`config.mk`:
```
export PLATFORM = sky130hd
export DESIGN_NAME = nanov_fetch_ctrl
export DESIGN_NICKNAME = d
export VERILOG_FILES = /design/src/rtl/nanov_fetch_ctrl.sv
export SDC_FILE = /design/constraint.sdc
export NUM_CORES = 1
export LEC_CHECK = 0
export CORE_UTILIZATION = 35
export DETAILED_ROUTE_END_ITERATION = 10
export PLACE_DENSITY_LB_ADDON = 0.25
export SYNTH_ARGS = -nofsm -noshare
export SYNTH_HDL_FRONTEND = slang
export SYNTH_SLANG_ARGS = --single-unit
```
`constraint.sdc`:
```
create_clock -name clk -period 3.3 [get_ports clk]
set_input_delay 0.33 -clock clk [delete_from_list [all_inputs] [get_ports clk]]
set_output_delay 0.33 -clock clk [all_outputs]
set_load 0.1 [all_outputs]
```
`src/rtl/nanov_fetch_ctrl.sv`:
```
// Serial instruction fetch sequencer: streams instruction bits from an SPI flash (mode 0,
// read command) into the nanoV core, restarting on PC load and pausing on stall.
module nanov_fetch_ctrl #(
   parameter int unsigned ADDR_BITS = 24,
   parameter logic [7:0]  READ_CMD  = 8'h03,
   parameter int unsigned CS_GAP    = 2
) (
   input  logic                 clk,
   input  logic                 rst,
   input  logic                 pc_load,
   input  logic [ADDR_BITS-1:0] pc_addr,
   input  logic                 stop,
   input  logic                 stall,
   input  logic                 spi_miso,
   output logic                 spi_cs_n,
   output logic                 spi_sck,
   output logic                 spi_mosi,
   output logic                 instr_bit,
   output logic                 instr_valid,
   output logic                 word_done,
   output logic [ADDR_BITS-1:0] fetch_addr,
   output logic                 busy
);

   localparam int unsigned HdrBits = 8 + ADDR_BITS;

   typedef enum logic [2:0] {StIdle, StGap, StCmd, StAddr, StData} state_e;

   state_e               state_q, state_d;
   logic [7:0]           gap_q, gap_d;
   logic [7:0]           bit_q, bit_d;
   logic                 sck_q, sck_d;
   logic                 cs_n_q, cs_n_d;
   logic                 mosi_q, mosi_d;
   logic                 ibit_q, ibit_d;
   logic                 ivalid_q, ivalid_d;
   logic                 wdone_q, wdone_d;
   logic [ADDR_BITS-1:0] faddr_q, faddr_d;
   logic [HdrBits-1:0]   hdr_q, hdr_d;

   always_comb begin
      state_d  = state_q;
      gap_d    = gap_q;
      bit_d    = bit_q;
      sck_d    = sck_q;
      cs_n_d   = cs_n_q;
      mosi_d   = mosi_q;
      ibit_d   = ibit_q;
      ivalid_d = 1'b0;
      wdone_d  = 1'b0;
      faddr_d  = faddr_q;
      hdr_d    = hdr_q;

      if (pc_load) begin
         state_d = StGap;
         gap_d   = '0;
         bit_d   = '0;
         sck_d   = 1'b0;
         cs_n_d  = 1'b1;
         mosi_d  = 1'b0;
         // Word-aligned: the low two address bits are dropped.
         faddr_d = pc_addr & ~ADDR_BITS'(3);
      end else if (stop && (state_q != StIdle)) begin
         state_d = StIdle;
         bit_d   = '0;
         sck_d   = 1'b0;
         cs_n_d  = 1'b1;
         mosi_d  = 1'b0;
      end else begin
         unique case (state_q)
            StIdle: ;
            StGap: begin
               if (gap_q == 8'(CS_GAP)) begin
                  state_d          = StCmd;
                  cs_n_d           = 1'b0;
                  bit_d            = '0;
                  {mosi_d, hdr_d}  = {READ_CMD, faddr_q, 1'b0};
               end else begin
                  gap_d = gap_q + 8'd1;
               end
            end
            StCmd, StAddr: begin
               if (!sck_q) begin
                  sck_d = 1'b1;
               end else begin
                  sck_d           = 1'b0;
                  {mosi_d, hdr_d} = {hdr_q, 1'b0};
                  bit_d           = bit_q + 8'd1;
                  if ((state_q == StCmd) && (bit_q == 8'd7)) begin
                     state_d = StAddr;
                     bit_d   = '0;
                  end else if ((state_q == StAddr) && (bit_q == 8'(ADDR_BITS - 1))) begin
                     state_d = StData;
                     bit_d   = '0;
                     mosi_d  = 1'b0;
                  end
               end
            end
            StData: begin
               // Stall only blocks the rising edge, so a bit already in flight completes.
               if (!sck_q) begin
                  if (!stall) sck_d = 1'b1;
               end else begin
                  sck_d    = 1'b0;
                  ibit_d   = spi_miso;
                  ivalid_d = 1'b1;
                  if (bit_q == 8'd31) begin
                     wdone_d = 1'b1;
                     bit_d   = '0;
                     faddr_d = faddr_q + ADDR_BITS'(4);
                  end else begin
                     bit_d = bit_q + 8'd1;
                  end
               end
            end
            default: state_d = StIdle;
         endcase
      end
   end

   always_ff @(posedge clk) begin
      if (rst) begin
         state_q  <= StIdle;
         gap_q    <= '0;
         bit_q    <= '0;
         sck_q    <= 1'b0;
         cs_n_q   <= 1'b1;
         mosi_q   <= 1'b0;
         ibit_q   <= 1'b0;
         ivalid_q <= 1'b0;
         wdone_q  <= 1'b0;
         faddr_q  <= '0;
         hdr_q    <= '0;
      end else begin
         state_q  <= state_d;
         gap_q    <= gap_d;
         bit_q    <= bit_d;
         sck_q    <= sck_d;
         cs_n_q   <= cs_n_d;
         mosi_q   <= mosi_d;
         ibit_q   <= ibit_d;
         ivalid_q <= ivalid_d;
         wdone_q  <= wdone_d;
         faddr_q  <= faddr_d;
         hdr_q    <= hdr_d;
      end
   end

   assign spi_cs_n    = cs_n_q;
   assign spi_sck     = sck_q;
   assign spi_mosi    = mosi_q;
   assign instr_bit   = ibit_q;
   assign instr_valid = ivalid_q;
   assign word_done   = wdone_q;
   assign fetch_addr  = faddr_q;
   assign busy        = (state_q != StIdle);

endmodule

```
==> reports/metrics.cfg <==
[grt]
grt_usage = 0.172
grt_pass1_wl_mm = 15.6
antenna_found_initial = 0
grt_start_max_net_pins = 55
first_global_vias = 3157
gr-total-overflow = 0

[cells_and_area]
synthToLayoutAreaGrowth_pct = 20.6
fill_cells = 1098
final_cell_mix = dfxtp_1 (76), nand2_1 (66), clkdlybuf4s50_1 (54)
design_area_sq_um = 4670
regArea_sq_um = 1520
drive_gt1_frac = 0.0560
fin_nets = 548
mostFrequentLayoutCell = dfxtp_1
multi_input_area_sq_um = 2110
antennaDiodeCount = 0

[critical_path]
crit_path_end_kind = register
crit_fanout = 11
required_ns = 3.54
worstPathArrival_ns = 2.84
ff2ff_setup_slack_ns = 0.71
crit_family = simple AND/OR/NAND/NOR gates
max_stage_delay_ns = 0.72
startpoint_type = register
ff2ff_path_depth = 6
r2r_start = state_q[2]
cpMaxStageDelayCell = nor4_4
worst-path-buf-inv = 1
r2r_end = fetch_addr[6]
cp.depth = 6
cp_cell_sequence = or3b_1 -> nor4_4 -> buf_4 -> nand4_1 -> xnor2_1 -> o21a_1
path_class = reg -> reg

[synthesis]
ys.flop_type = dfxtp_1
async_flop_share = 0
synthCells = 477
synth_area_sq_um = 3870
synth_cell_types = 53
yosysWarnings = 0
avgSynthCellArea_sq_um = 8.11
yosysSeqAreaShare = 0.393
synth_edf_count = 0
ys_seq_elements = 76

[timing]
relSlewSlack = 0.324
fin_setup_tns_ns = 0
fmax_mhz = 386
drv_slew = 0
rsz0062_at_grt = no
worst_pin_slew_ns = 1.00
min_period_ns = 2.59
worst_slack_ns = 0.709
finalSetupViolCount = 0
skew_ns = 0.00871
post-route-period-util = 0.785
hold_viol_final = 0

[routing]
wl_mm = 9.19
viasPerCell = 5.18
dr.first_iter.drc_count = 182
drt_drc_violations_left = 0
wire_per_inst_um = 14.0
ant_nets = 0
via_count = 3407
firstDrtPassIters = 4

[placement]
routabilityCongestion = 0.845
dp_hpwl_mm = 6.30
port_buffers = 56
dp_slack_ns = 0.690
dpl_cell_area_sq_um = 4480

[cts]
clk_pin_slew_ns = 0.07
cts_buffers = 9
cts_hold_buf = 0
cts_setup_buffers = 0
cts.htree.levels = 3
cts.repair.resized = 0
clockRootBuffer = clkbuf_8
cts_sinks = 76
clockBufferDepth = 2
worstSkewPairLatency_ns = 0.35
cts_tree = done

[min_path]
hp-class = in -> reg
hold_path_end = gap_q[5]
hold_path_depth = 3
min_from = rst

[power]
netSwitchingPower_uw = 583
clock_power_share = 0.352
p_leak_uw = 0.00161
swShare = 0.294
p_per_area_nw_per_um2 = 425
totalPowerFinal_uw = 1980
internal_power_uw = 1400
p_comb_frac = 0.157
seq_power_share = 0.491
peakVddDrop_uv = 171

[run_status]
status = completed

[floorplanning]
core-area_sq_um = 10800
initial_core_util = 0.358
io_pins = 61
die_area_sq_um = 11500
die_h_um = 107
fp.dieW_um = 107
rows = 38

[job]
cap_violations = 0

==> cell type report <==
type	count	share of cell area
multi-input cells	345	0.453
flip-flops and latches	76	0.326
repair buffers	62	0.128
well taps	140	0.0375
clock buffers	13	0.0319
inverters	20	0.0161
clock inverters	2	0.00751
==> per-layer routing <==
| layer | global-route usage | wire length (um) |
|---|---|---|
| met3 | 0.0310 | 392 |
| met2 | 0.269 | 4340 |
| met4 | 0.0685 | 119 |
| met5 | 0 | 0 |
| met1 | 0.232 | 4350 |
==> power by group through the flow <==
stage	logic, uW	registers, uW	clock network, uW
global route	332	978	768
global placement	313	995	0
CTS	315	974	721
floorplan	107	1110	0
detailed placement	314	996	0
finish	312	974	698
==> logic make-up after synthesis <==
logic type                 Yosys count  share of synthesized area
muxes                                9                     0.0236
buffers and inverters               57                     0.0637
and+or+nand+nor                    203                      0.269
AOI/OAI and AO/OA                  101                      0.178
xor gates and xnor gates            26                     0.0589
other                                1                   0.000969
adders and majority gates            4                     0.0129
DFF                                 76                      0.393
==> synth_stat cells, types with 6 or more instances <==
| cell | n | area, sq um |
|---|---|---|
| a21oi_1 | 37 | 185 |
| a311oi_1 | 21 | 184 |
| and2_1 | 8 | 50.1 |
| and3_1 | 6 | 37.5 |
| clkbuf_1 | 27 | 101 |
| dfxtp_1 | 76 | 1520 |
| inv_1 | 20 | 75.1 |
| mux2i_1 | 8 | 80.1 |
| nand2_1 | 66 | 248 |
| nand3_1 | 20 | 100 |
| nand4_1 | 17 | 106 |
| nor2_1 | 46 | 173 |
| o21a_1 | 18 | 135 |
| o21ai_0 | 6 | 30.0 |
| xnor2_1 | 17 | 149 |
| xor2_1 | 9 | 78.8 |
==> worst min-delay path: stages <==
cell and delay [ns]:
buf_2 0.09, or2_2 0.27, a21oi_1 0.06
==> how the worst max path moves through the flow <==
stage                  startpoint             end  slack [ns]
floorplan           fetch_addr[2]  fetch_addr[18]        0.61
global placement             stop   fetch_addr[9]        0.73
detailed placement           stop   fetch_addr[5]        0.69
CTS                    state_q[2]   fetch_addr[6]        0.70
global route           state_q[2]   fetch_addr[5]        0.52
finish                 state_q[2]   fetch_addr[6]        0.71
==> flip-flops by register name (all words and copies together) (netlist names) <==
signal,flops
bit_q,8
fetch_addr,22
gap_q,8
hdr_q,29
instr_bit,1
instr_valid,1
spi_cs_n,1
spi_mosi,1
spi_sck,1
state_q,3
word_done,1
==> through the flow <==
stage	util	std cells	hold slack [ns]
final	0.432	658	0.447
after global routing	0.432	658	0.462
after CTS	0.432	658	0.448
after detailed placement	0.415	643	0.438
after global placement	0.415	643	0.440
after floorplan	-	478	0.445
No activity file was read; power rests on OpenSTA's default activity.
